File: src/rtl/pipeline_ctrl_pkg.sv
`default_nettype none
// ============================================================================
// Module      : pipeline_ctrl_pkg
// Description : Shared definitions for the pipeline control blocks. It holds
//               the redirect FSM state encoding, the default address width and
//               the writeback link-select encoding. The MEM-stage writeback mux
//               uses the same link-select encoding.
// Revision    : 1.0 - initial release
// ============================================================================
package pipeline_ctrl_pkg;

    // Default width of PC / target addresses.
    localparam int C_DATA_W = 32;

    // Width of the post-redirect drain counter (DRAIN_CYCLES is 0..15).
    localparam int C_DRAIN_W = 4;

    // Writeback mux select encoding.
    localparam logic SEL_ALU  = 1'b0;
    localparam logic SEL_LINK = 1'b1;

    // Redirect sequencer states.
    typedef enum logic [1:0] {
        IDLE     = 2'd0,
        REDIRECT = 2'd1,
        DRAIN    = 2'd2
    } redirect_state_t;

    // A control transfer is taken for any valid jump, or for a valid branch
    // whose compare produced zero.
    function automatic logic take_decode(
        input logic valid,
        input logic jump,
        input logic branch,
        input logic zero
    );
        return valid & (jump | (branch & zero));
    endfunction

endpackage : pipeline_ctrl_pkg
`default_nettype wire

File: src/rtl/jump_redirect_ctrl_if.sv
`default_nettype none
// ============================================================================
// Module      : jump_redirect_ctrl_if
// Description : Bundles the MEM-stage control inputs, the fetch redirect
//               handshake, the stage flushes, the link select and the status
//               outputs of jump_redirect_ctrl.
//               master : pipeline side (drives mem_* and pc_stall)
//               slave  : the redirect controller
// Revision    : 1.0 - initial release
// ============================================================================
interface jump_redirect_ctrl_if #(
    parameter int DATA_W = 32,
    parameter int CNT_W  = 16
);
    // MEM stage -> controller
    logic              mem_valid;
    logic              mem_jump;
    logic              mem_branch;
    logic              mem_zero;
    logic [DATA_W-1:0] mem_target;
    // fetch -> controller
    logic              pc_stall;
    // controller -> fetch
    logic              redirect_valid;
    logic [DATA_W-1:0] redirect_pc;
    // controller -> pipeline registers / writeback mux / status
    logic              flush_if_id;
    logic              flush_id_ex;
    logic              flush_ex_mem;
    logic              link_sel;
    logic              busy;
    logic [CNT_W-1:0]  redirect_count;

    modport master (
        output mem_valid, mem_jump, mem_branch, mem_zero, mem_target, pc_stall,
        input  redirect_valid, redirect_pc, flush_if_id, flush_id_ex,
               flush_ex_mem, link_sel, busy, redirect_count
    );

    modport slave (
        input  mem_valid, mem_jump, mem_branch, mem_zero, mem_target, pc_stall,
        output redirect_valid, redirect_pc, flush_if_id, flush_id_ex,
               flush_ex_mem, link_sel, busy, redirect_count
    );

endinterface : jump_redirect_ctrl_if
`default_nettype wire

File: src/rtl/jump_redirect_ctrl_sat_counter.sv
`default_nettype none
// ============================================================================
// Module      : sat_counter
// Description : Saturating up-counter for pipeline performance statistics.
//               The count increments on inc and sticks at all-ones. clear is a
//               synchronous zero and has priority over inc.
// Ports       : clk, rst (async, active-high), inc, clear, count[CNT_W]
// Revision    : 1.0 - initial release
// ============================================================================
module sat_counter #(
    parameter int CNT_W = 16
) (
    input  wire logic             clk,
    input  wire logic             rst,
    input  wire logic             inc,
    input  wire logic             clear,
    output logic      [CNT_W-1:0] count
);

    logic [CNT_W-1:0] r_count;
    logic             w_at_max;

    assign w_at_max = &r_count;

    always_ff @(posedge clk or posedge rst) begin
        if (rst) begin
            r_count <= '0;
        end else if (clear) begin
            r_count <= '0;
        end else if (inc && !w_at_max) begin
            r_count <= r_count + 1'b1;
        end
    end

    assign count = r_count;

endmodule : sat_counter
`default_nettype wire

File: src/rtl/jump_redirect_ctrl.sv
`default_nettype none
// ============================================================================
// Module      : jump_redirect_ctrl
// Description : Control-transfer sequencer beside the MEM stage. It detects a
//               taken jump or branch, latches its target, and requests a fetch
//               redirect with a valid/stall handshake. It flushes the
//               wrong-path pipeline registers and drives the writeback link
//               select.
// Ports       : clk            - pipeline clock
//               reset          - asynchronous active-high reset
//               bus (slave)    - mem_* inputs, pc_stall, redirect_valid/pc,
//                                flush_*, link_sel, busy, redirect_count
// Revision    : 1.0 - initial release
// ============================================================================
module jump_redirect_ctrl
    import pipeline_ctrl_pkg::*;
#(
    parameter int DATA_W       = C_DATA_W,
    parameter int DRAIN_CYCLES = 1,
    parameter int CNT_W        = 16
) (
    input  wire logic          clk,
    input  wire logic          reset,
    jump_redirect_ctrl_if.slave bus
);

    // Value loaded into the drain counter when a redirect is accepted. DRAIN
    // leaves when the counter reads zero, so DRAIN lasts DRAIN_CYCLES cycles.
    localparam logic [C_DRAIN_W-1:0] C_DRAIN_LOAD =
        (DRAIN_CYCLES > 0) ? C_DRAIN_W'(DRAIN_CYCLES - 1) : '0;

    redirect_state_t        r_state;
    redirect_state_t        w_state_next;
    logic [DATA_W-1:0]      r_tgt;
    logic [C_DRAIN_W-1:0]   r_drain_cnt;

    logic                   w_take;
    logic                   w_load_tgt;
    logic                   w_accept;
    logic                   w_load_drain;
    logic                   w_dec_drain;

    assign w_take = take_decode(bus.mem_valid, bus.mem_jump,
                                bus.mem_branch, bus.mem_zero);

    // ------------------------------------------------------------------------
    // State register
    // ------------------------------------------------------------------------
    always_ff @(posedge clk or posedge reset) begin
        if (reset) begin
            r_state <= IDLE;
        end else begin
            r_state <= w_state_next;
        end
    end

    // ------------------------------------------------------------------------
    // Next-state and datapath control
    // ------------------------------------------------------------------------
    always_comb begin
        w_state_next = r_state;
        w_load_tgt   = 1'b0;
        w_accept     = 1'b0;
        w_load_drain = 1'b0;
        w_dec_drain  = 1'b0;

        case (r_state)
            IDLE: begin
                if (w_take) begin
                    w_load_tgt   = 1'b1;
                    w_state_next = REDIRECT;
                end
            end

            // The instruction in MEM here is wrong-path and is killed by
            // flush_ex_mem, so take is not looked at.
            REDIRECT: begin
                if (!bus.pc_stall) begin
                    w_accept = 1'b1;
                    if (DRAIN_CYCLES == 0) begin
                        w_state_next = IDLE;
                    end else begin
                        w_load_drain = 1'b1;
                        w_state_next = DRAIN;
                    end
                end
            end

            DRAIN: begin
                if (r_drain_cnt == '0) begin
                    w_state_next = IDLE;
                end else begin
                    w_dec_drain = 1'b1;
                end
            end

            default: begin
                w_state_next = IDLE;
            end
        endcase
    end

    // ------------------------------------------------------------------------
    // Target register and drain counter
    // ------------------------------------------------------------------------
    always_ff @(posedge clk or posedge reset) begin
        if (reset) begin
            r_tgt <= '0;
        end else if (w_load_tgt) begin
            r_tgt <= bus.mem_target;
        end
    end

    always_ff @(posedge clk or posedge reset) begin
        if (reset) begin
            r_drain_cnt <= '0;
        end else if (w_load_drain) begin
            r_drain_cnt <= C_DRAIN_LOAD;
        end else if (w_dec_drain) begin
            r_drain_cnt <= r_drain_cnt - 1'b1;
        end
    end

    // ------------------------------------------------------------------------
    // Accepted-redirect counter
    // ------------------------------------------------------------------------
    sat_counter #(
        .CNT_W (CNT_W)
    ) u_redirect_cnt (
        .clk   (clk),
        .rst   (reset),
        .inc   (w_accept),
        .clear (1'b0),
        .count (bus.redirect_count)
    );

    // ------------------------------------------------------------------------
    // Outputs: everything except link_sel is decoded from registers only.
    // link_sel must follow the jump in MEM in the same cycle, so it is the one
    // combinational output. Outside IDLE the MEM instruction is wrong-path and
    // must not select the link address.
    // ------------------------------------------------------------------------
    assign bus.redirect_valid = (r_state == REDIRECT);
    assign bus.redirect_pc    = r_tgt;
    assign bus.flush_if_id    = (r_state == REDIRECT) || (r_state == DRAIN);
    assign bus.flush_id_ex    = (r_state == REDIRECT);
    assign bus.flush_ex_mem   = (r_state == REDIRECT);
    assign bus.busy           = (r_state != IDLE);
    assign bus.link_sel       = (bus.mem_valid && bus.mem_jump && (r_state == IDLE))
                                ? SEL_LINK : SEL_ALU;

endmodule : jump_redirect_ctrl
`default_nettype wire

File: src/flat_wrapper.sv
// flat-port wrapper written by rule: the top's interface ports become plain ports
module jump_redirect_ctrl_flat import pipeline_ctrl_pkg::*;
#(
    parameter int DATA_W       = C_DATA_W,
    parameter int DRAIN_CYCLES = 1,
    parameter int CNT_W        = 16
)
  (clk, reset, bus_mem_valid, bus_mem_jump, bus_mem_branch, bus_mem_zero, bus_mem_target, bus_pc_stall, bus_redirect_valid, bus_redirect_pc, bus_flush_if_id, bus_flush_id_ex, bus_flush_ex_mem, bus_link_sel, bus_busy, bus_redirect_count);
  jump_redirect_ctrl_if #(.DATA_W(DATA_W), .CNT_W(CNT_W)) bus_i ();
  input  wire logic clk;
  input  wire logic reset;
  input wire logic [$bits(bus_i.mem_valid)-1:0] bus_mem_valid;
  input wire logic [$bits(bus_i.mem_jump)-1:0] bus_mem_jump;
  input wire logic [$bits(bus_i.mem_branch)-1:0] bus_mem_branch;
  input wire logic [$bits(bus_i.mem_zero)-1:0] bus_mem_zero;
  input wire logic [$bits(bus_i.mem_target)-1:0] bus_mem_target;
  input wire logic [$bits(bus_i.pc_stall)-1:0] bus_pc_stall;
  output wire logic [$bits(bus_i.redirect_valid)-1:0] bus_redirect_valid;
  output wire logic [$bits(bus_i.redirect_pc)-1:0] bus_redirect_pc;
  output wire logic [$bits(bus_i.flush_if_id)-1:0] bus_flush_if_id;
  output wire logic [$bits(bus_i.flush_id_ex)-1:0] bus_flush_id_ex;
  output wire logic [$bits(bus_i.flush_ex_mem)-1:0] bus_flush_ex_mem;
  output wire logic [$bits(bus_i.link_sel)-1:0] bus_link_sel;
  output wire logic [$bits(bus_i.busy)-1:0] bus_busy;
  output wire logic [$bits(bus_i.redirect_count)-1:0] bus_redirect_count;
  assign bus_i.mem_valid = bus_mem_valid;
  assign bus_i.mem_jump = bus_mem_jump;
  assign bus_i.mem_branch = bus_mem_branch;
  assign bus_i.mem_zero = bus_mem_zero;
  assign bus_i.mem_target = bus_mem_target;
  assign bus_i.pc_stall = bus_pc_stall;
  assign bus_redirect_valid = bus_i.redirect_valid;
  assign bus_redirect_pc = bus_i.redirect_pc;
  assign bus_flush_if_id = bus_i.flush_if_id;
  assign bus_flush_id_ex = bus_i.flush_id_ex;
  assign bus_flush_ex_mem = bus_i.flush_ex_mem;
  assign bus_link_sel = bus_i.link_sel;
  assign bus_busy = bus_i.busy;
  assign bus_redirect_count = bus_i.redirect_count;
  jump_redirect_ctrl #(.DATA_W(DATA_W), .DRAIN_CYCLES(DRAIN_CYCLES), .CNT_W(CNT_W)) u_core (.clk(clk), .reset(reset), .bus(bus_i));
endmodule
File: config.mk
export PLATFORM = sky130hd
export DESIGN_NAME = jump_redirect_ctrl_flat
export DESIGN_NICKNAME = d
export VERILOG_FILES = /design/src/rtl/pipeline_ctrl_pkg.sv /design/src/rtl/jump_redirect_ctrl_if.sv /design/src/rtl/jump_redirect_ctrl_sat_counter.sv /design/src/rtl/jump_redirect_ctrl.sv /design/src/flat_wrapper.sv
export SDC_FILE = /design/constraint.sdc
export NUM_CORES = 1
export LEC_CHECK = 0
export CAP_MARGIN = 20
export CORE_MARGIN = 2
export CORE_UTILIZATION = 44
export CTS_CLUSTER_SIZE = 12
export DETAILED_ROUTE_END_ITERATION = 6
export PLACE_DENSITY = 0.77
export RECOVER_POWER = 100
export SLEW_MARGIN = 25
export SYNTH_ARGS = -nofsm -noshare
export SYNTH_HDL_FRONTEND = slang
export SYNTH_SLANG_ARGS = --single-unit
File: constraint.sdc
create_clock -name clk -period 1.9 [get_ports clk]
set_input_delay 0.285 -clock clk [delete_from_list [all_inputs] [get_ports clk]]
set_output_delay 0.285 -clock clk [all_outputs]
set_load 0.1 [all_outputs]
# Word level (Yosys, flattened, before mapping)
# Cells that the tools add are included.
dict set report word_totals {
  reg_bits 54
  inputBits 39
  out_inout_bits 54
  wordCells 38
}
dict set report classes {
  addsub 2
  bitwise 3
  n_reduce_logical 11
  muxes 13
  n_eq_ne 5
}
# cell n
set ops {}
lappend ops {{16-bit by 1-bit adder with 16-bit output, second input constant} 1}
lappend ops {{16-bit AND reduction} 1}
lappend ops {{4-bit two-way mux} 2}
lappend ops {{1-bit two-way mux} 7}
lappend ops {{2-bit two-way mux} 3}
lappend ops {{2-bit case mux with 3 select lines} 1}
lappend ops {{4-bit logical NOT} 1}
lappend ops {{2-bit by 1-bit != test with 1-bit output, second input constant} 2}
lappend ops {{2-bit nonzero test} 2}
lappend ops {{4-bit by 1-bit subtractor with 4-bit output, second input constant} 1}
lappend ops {{1-bit logical AND} 3}
lappend ops {{3-bit AND reduction} 1}
lappend ops {{1-bit bitwise AND} 2}
lappend ops {{2-bit by 1-bit == test with 1-bit output, second input constant} 1}
lappend ops {{2-bit == test, second input constant} 1}
lappend ops {{2-bit logical NOT} 1}
lappend ops {{2-bit != test, second input constant} 1}
lappend ops {{1-bit logical NOT} 1}
lappend ops {{1-bit logical OR} 1}
lappend ops {{1-bit bitwise OR} 1}

# Logic depth before layout (Yosys ltp)
dict set report depth {
  ltp_word 5
  mapped_depth 6
  ltp_nobuf 6
}

# By module
# Synthesis repeated with hierarchy kept, for this count alone.
dict set report hier_totals {
  cells_unflattened 216
  hier_area_um2 2534.9
}
# mod instances area_each_um2 seq_area_each_um2 cells_per_inst
set modules_own_cells {}
lappend modules_own_cells {jump_redirect_ctrl 1 1612.8 950.9 112}
lappend modules_own_cells {sat_counter 1 922.1 400.4 104}

# Least setup slack after synthesis
# No wires, ideal clock.
dict set report synth_timing {
  path_kind {reg2reg}
  start {register u_core.r_state[1]}
  end {register u_core.u_redirect_cnt.r_count[13], in the netlist u_core.u_redirect_cnt.count[13]}
  stages_incl_launch_ff 7
  t_arrival_ps 2418
  n_path_buf 0
  synth_period_minus_slack_ps 2579
  setup_time_ps 161
  path_slack_ps -679
  required_time_ps 1739
  path_cell_list {dfrtp_1 inv_1 ha_1 nand4b_1 nor4_2 nand4_1 xnor2_1}
}
dict set report synth_between {
  elab_chain_len 3
}
# element line
set synth_lines {}
lappend synth_lines {{from (decl)} jump_redirect_ctrl.sv:32} ;# redirect_state_t r_state;
lappend synth_lines {{from (signal assigned)} jump_redirect_ctrl.sv:53} ;# r_state <= w_state_next;
lappend synth_lines {{2-bit by 1-bit == test with 1-bit output} -}
lappend synth_lines {{via bus_flush_ex_mem} flat_wrapper.sv:22} ;# output wire logic [$bits(bus_i.flush_ex_mem)-1:0] bus_flush_ex_mem;
lappend synth_lines {{1-bit two-way mux} -}
lappend synth_lines {{1-bit logical AND} jump_redirect_ctrl_sat_counter.sv:30} ;# end else if (inc && !w_at_max) begin
lappend synth_lines {{to (signal assigned)} jump_redirect_ctrl_sat_counter.sv:31} ;# r_count <= r_count + 1'b1;
lappend synth_lines {{to (decl)} jump_redirect_ctrl_sat_counter.sv:20} ;# logic [CNT_W-1:0] r_count;
# The timed path passes the listed nets, and every way through them passes these cells.
# A chain may end at the register's enable or synchronous reset.

# Final worst setup path
dict set report layout_timing {
  start {register u_core.r_state[1]}
  end {output bus_link_sel}
}
dict set report layout_between {
  elab_chain_len 3
}
# element line
set layout_lines {}
lappend layout_lines {{2-bit logical NOT} jump_redirect_ctrl.sv:149} ;# assign bus.link_sel = (bus.mem_valid && bus.mem_jump && (r_state == IDLE))
lappend layout_lines {{1-bit logical AND} jump_redirect_ctrl.sv:149}
lappend layout_lines {{1-bit two-way mux} jump_redirect_ctrl.sv:150} ;# ? SEL_LINK : SEL_ALU;
lappend layout_lines {{to (decl)} flat_wrapper.sv:23} ;# output wire logic [$bits(bus_i.link_sel)-1:0] bus_link_sel;
# Every way passes these cells.

==> metrics.md <==
| Metric | Value |
|---|---|
| Status | `finished, final reports clean` |
| Yosys reg bits | `54` |
| Maximum capacitance violations | `0` |
| # diodes | `0` |
| Mapped Area | `2410 um2` |
| CP required | `1.62 ns` |
| Clk_skew | `0.00647 ns` |
| Most frequent cells in the layout | `clkbuf_2 (49), dfrtp_1 (38), clkdlybuf4s50_1 (37)` |
| Slowest stage delay, CP | `0.41 ns` |
| Buffers on Ports | `92` |
| Post-synthesis net count | `224` |
| Total GRT Usage | `17.4%` |
| DR vias | `1772` |
| Wirelength per Cell | `15.0 um` |
| Final Net Count | `325` |
| Clock tree buffer depth | `2` |
| Area of the multi-input gates | `1020 um2` |
| Sequential share of the synthesized area | `56.2%` |
| CTS tree | `done` |
| Tmin final | `1.78 ns` |
| Most common cell after layout, fill and taps aside | `clkbuf_2` |
| Synth area leaders | `dfrtp_1 (56%), mux2_2 (15%), xor2_1 (3.6%), ha_1 (3.1%), nand3_1 (1.7%)` |
| Worst-Skew Late Latency | `0.30 ns` |
| Die W | `78.0 um` |
| DP HPWL | `3.93 mm` |
| Critical Path, Cell by Cell | `inv_1 > ha_2 > and3_1 > buf_6` |
| Initial Util | `46.2%` |
| CP Max Fanout | `5` |
| Share of layout cells above drive strength 1 | `43.8%` |
| Area of the die | `6080 um2` |
| CTS buffer count | `5` |
| Area leader, netlist | `dfrtp_1` |
| # clock sinks | `54` |
| Slew @ Worst Pin | `0.686 ns` |
| Final Max Slew Viols | `0` |
| CORE AREA | `5200 um2` |
| Drt drc | `0` |
| First-pass GRT wire length | `8.39 mm` |
| Area Growth Syn to Fin | `37.9%` |
| Relative slew slack | `54.3%` |
| Critical Path AT | `1.49 ns` |
| Count of non-filler cells in the finished layout | `351` |
| DR iter-0 viols | `64` |
| Fill count | `445` |
| Number of setup violations in the final report | `0` |
| DRT antenna net count | `0` |
| Synthesis Warnings | `0` |
| Clk slew on worst S/H paths | `0.09 ns` |
| Crit end category | `primary output` |
| Share of Yosys cell area claimed by the top area cell type | `56.2%` |
| I/O pin total | `93` |
| Setup TNS | `0 ns` |
| Hold Crit Class | `primary input to asynchronous set/reset pin` |
| CTS H-tree lvls | `2` |
| Die outline height | `78.0 um` |
| Final worst-path cycle share | `93.5%` |
| Fmax | `563 MHz` |
| Inst Count DP | `343` |
| Initial antenna violation count | `0` |
| Final Cell Area | `3320 um2` |
| DR pass1 iterations | `5` |
| Register area | `1370 um2` |
| Syn Inst Count | `179` |
| Library cells used by synthesis | `37` |
| Number of global-route vias before repair | `1702` |
| Critical path class | `flop to primary output` |
| Startpoint types | `flop` |
| RD Place Congestion | `0.834` |
| Root buffer selected by CTS | `clkbuf_8` |
| Unrepaired setup endpoints after global routing | `no` |
| Row cnt | `26` |
| Dpl cell area | `3450 um2` |
| Largest net degree at the start of global routing | `33` |
| Avg Inst Size Synth | `13.4 um2` |
| DRT Wirelength | `5.25 mm` |
| Final hold vios | `0` |
| Worst-path cell with the longest stage delay | `dfrtp_1` |
| CP top delay family | `flip-flops` |
| GRT overflow | `0` |
| Bufs and invs on worst path | `2` |
| End-of-flow core utilization | `63.7%` |
| Vias per Instance | `5.05` |
-- synthesized netlist by cell type, drive strengths merged --
master / count
dfrtp: 54
mux2: 34
xor2: 10
nand3: 8
inv: 7
ha: 6
nand4: 6
nor2: 6
buf: 5
nand2: 4
nor3: 4
nor4: 4
xnor2: 4
a31oi: 3
nor2b: 3
o21a: 3
a211oi: 2
a21oi: 2
and3: 2
a211o: 1
a21o: 1
a221oi: 1
a41oi: 1
and4: 1
nand3b: 1
nand4b: 1
nor3b: 1
nor4b: 1
o211ai: 1
o311a: 1
o31a: 1
-- state kept, by name (all words and copies together) (netlist names) --
signal / flops
u_core.bus.redirect_pc: 32
u_core.u_redirect_cnt.count: 16
u_core.r_drain_cnt: 4
u_core.r_state: 2
-- layer usage --
layer / vias up / part of all wire (%) / track usage [%]
met1: 850 / 46 / 23.9
li1: 843 / - / -
met5: - / 0 / 0
met4: 0 / 1.0 / 4.21
met2: 73 / 45 / 27.8
met3: 6 / 7.7 / 4.65
-- cells by family after synthesis --
group / count (synthesis) / share of synthesized area [%]
muxes: 34 / 16.1
adders and majority gates: 6 / 3.12
xor gates and xnor gates: 14 / 5.10
buffers and inverters: 12 / 2.34
DFF: 54 / 56.2
and+or+nand+nor: 42 / 12.0
AOI/OAI and AO/OA: 17 / 5.25
-- cell type report --
class / count / share of cell area [%]
Tap cell: 70 / 2.64
Inverter: 7 / 0.792
Clock buffer: 6 / 2.19
Multi-Input combinational cell: 113 / 30.7
Timing Repair Buffer: 99 / 21.2
Sequential cell: 54 / 41.3
Clock inverter: 2 / 1.13
-- path summary, 6_finish.rpt --
path / start / slack, ns / end / cells after the start
setup / recovery: u_core.r_state[1] / 0.12 / bus_link_sel / 4
hold / removal: reset / 0.50 / u_core.u_redirect_cnt.count[13] / 2
setup reg to reg: u_core.r_state[0] / 0.14 / u_core.bus.redirect_pc[22] / 5
hold reg to reg: u_core.u_redirect_cnt.count[5] / 0.51 / u_core.u_redirect_cnt.count[5] / 1
max in group asynchronous: reset / 0.29 / u_core.bus.redirect_pc[26] / 3
min in group clk: u_core.u_redirect_cnt.count[5] / 0.51 / u_core.u_redirect_cnt.count[5] / 1
-- metrics by stage --
stage	setup slack, ns	hold WS (ns)
global route	0.0133	0.521
global placement	0.133	0.487
finish	0.123	0.499
CTS	0.0769	0.277
detailed placement	0.115	0.495
floorplan	0.00496	0.435
-- what timing repair did --
action	4_1_cts	5_1_grt
gates resized for setup	0	2
endpoints found under the setup margin	0	3
buffers inserted	0	0
hold buffers	0	0
Power is left out: the tool's default activity adds up to more than one toggle a clock period on the data nets, which glitch-free logic cannot reach.
==> edit, RTL diff (same flow settings) <==
`DRAIN_CYCLES` is set to 1 in 2 places; all go to 0.
--- a/src/rtl/jump_redirect_ctrl.sv
+++ b/src/rtl/jump_redirect_ctrl.sv
@@ -16,7 +16,7 @@
     import pipeline_ctrl_pkg::*;
 #(
     parameter int DATA_W       = C_DATA_W,
-    parameter int DRAIN_CYCLES = 1,
+    parameter int DRAIN_CYCLES = 0,
     parameter int CNT_W        = 16
 ) (
     input  wire logic          clk,
--- a/src/flat_wrapper.sv
+++ b/src/flat_wrapper.sv
@@ -2,7 +2,7 @@
 module jump_redirect_ctrl_flat import pipeline_ctrl_pkg::*;
 #(
     parameter int DATA_W       = C_DATA_W,
-    parameter int DRAIN_CYCLES = 1,
+    parameter int DRAIN_CYCLES = 0,
     parameter int CNT_W        = 16
 )
   (clk, reset, bus_mem_valid, bus_mem_jump, bus_mem_branch, bus_mem_zero, bus_mem_target, bus_pc_stall, bus_redirect_valid, bus_redirect_pc, bus_flush_if_id, bus_flush_id_ex, bus_flush_ex_mem, bus_link_sel, bus_busy, bus_redirect_count);
Check against the original RTL: not equivalent (Yosys sat finds a counterexample within 4 cycles, from zero or initial values and one cycle with reset high).
==> edit against the unedited design <==
Cell area shrank 9.9%; highest routed layer unchanged; critical path type is now reg2reg; hold slack lost 0.00092 ns; wire length shrank 15%; global-route usage grew 0.90 points; sequential cell count shrank 5; worst setup slack gained 0.11 ns; synthesized area shrank 13%.
==> edit: results (changes against the unedited design) <==
Run status
  – Status: finished, final reports clean (unchanged)

Worst setup path
  – Data arrival, critical path: 1.86 ns (was 1.49 ns)
  – Crit Path Max Fanout: 29 (was 5)

Drt
  – Met3 WL: 352 µm (was 404 µm)
  – WL/cell: 14.7 µm (was 15.0 µm)
  – Drt initial violations: 18 (was 64)
  – Drt pass-1 iters: 2 (was 5)
  – Post-Route M1 WL: 1.82 mm (was 2.41 mm)
  – Via density: 5.16 (was 5.05)
  – Wire length on met2: 2.23 mm (was 2.38 mm)

Global route
  – GRT met2 Usage: 30.1% (was 27.8%)
  – Global-route wire length before repair: 7.39 mm (was 8.39 mm)
  – Largest net degree at the start of global routing: 32 (was 33)
  – Met3 Use GR: 6.91% (was 4.65%)
  – Total track usage: 18.4% (was 17.4%)
  – Vias in the first global route: 1,561 (was 1,702)
  – Grt met1 use: 22.3% (was 23.9%)

Place
  – Cells after DPL: 297 (was 343)
  – Dpl ws: 0.102 ns (was 0.115 ns)
  – Dpl cell area: 3070 µm² (was 3450 µm²)
  – HPWL Detailed: 3.48 mm (was 3.93 mm)
  – Routability Congestion: 0.743 (was 0.834)

Timing
  – Worst-margin pin slew: 0.935 ns (was 0.686 ns)
  – Setup Skew: 0.00559 ns (was 0.00647 ns)

Final layout
  – Share of cells above drive strength 1: 47.4% (was 43.8%)
  – Nets: 290 (was 325)
  – Fillers: 396 (was 445)
  – Non-filler instance count after layout: 305 (was 351)

Synthesis
  – Synth cell count leaders: dfrtp_1, mux2_2, nor2_1, xnor2_1, a21oi_1 (was dfrtp_1, mux2_2, xor2_1)
  – Sequential share of the synthesized area: 58.6% (was 56.2%)
  – Netlist cell types: 34 (was 37)
  – Mapped Nets: 191 (was 224)
  – Avg Inst Size Synth: 13.9 µm² (was 13.4 µm²)
  – Area contributors post-synth: dfrtp_1, mux2_2, xnor2_1 (was dfrtp_1, mux2_2, xor2_1)

Clocking
  – Clk pin slew, worst setup/hold paths: 0.09 ns (about the same)
  – CTS H-tree lvls: 2 (unchanged)
  – Clk Latency, worst-skew pair: 0.30 ns (about the same)
  – CTS Buf Count: 5 (unchanged)
  – CTS Root Cell: clkbuf_8 (unchanged)
  – Post-CTS Setup Inserts: 0 (unchanged)

Power
  – Sw power: 0.00262 W
  – Maximum VDD drop: 0.000923 V
  – Lkg Pwr: 1.36 nW

Hold path
  – Worst hold path class: reg2reg (was in2async)
## edit: path summary, 6_finish.rpt
| path | depth (start not counted) | start | end | slack, ns |
|---|---|---|---|---|
| min | 1 | u_core.u_redirect_cnt.count[15] | u_core.u_redirect_cnt.count[15] | 0.50 |
| max | 3 | u_core.r_state[0] | u_core.bus.redirect_pc[26] | 0.23 |
| min reg2reg | 1 | u_core.u_redirect_cnt.count[15] | u_core.u_redirect_cnt.count[15] | 0.50 |
| min in group asynchronous | 3 | reset | u_core.bus.redirect_pc[3] | 0.65 |
| max reg2reg | 3 | u_core.r_state[0] | u_core.bus.redirect_pc[26] | 0.23 |
| max in group asynchronous | 3 | reset | u_core.bus.redirect_pc[24] | 0.63 |
## edit: worst max-delay path: stages, from the launching register on
cell and delay (ns):
dfrtp_1 0.47, nor3b_1 0.47, buf_12 0.26, mux2_2 0.35
## edit: cells by family after synthesis
family / synth area share, %
adders and majority gates: 0.598
AOI/OAI and AO/OA: 4.13
xor gates and xnor gates: 4.60
DFF: 58.6
and+or+nand+nor: 11.3
buffers and inverters: 2.51
muxes: 18.3
## edit: power by group through the flow
stage,sequential [W],clock [W],combinational [W]
final,0.00145,0.000618,0.00257
after floorplan,0.00313,0,0.000440
after global routing,0.00149,0.000686,0.00265
after global placement,0.00147,0,0.00273
after detailed placement,0.00148,0,0.00275
after CTS,0.00146,0.000643,0.00275
## edit: final cells by class
type | instances | area (µm²) | area share, %
Clock inverter | 3 | 21.3 | 0.712
Multi-Input combinational cell | 93 | 796 | 26.6
Inverter | 2 | 7.51 | 0.251
Sequential cell | 49 | 1250 | 41.7
Timing Repair Buffer | 99 | 781 | 26.1
Tap cell | 54 | 67.6 | 2.26
Clock buffer | 5 | 68.8 | 2.30
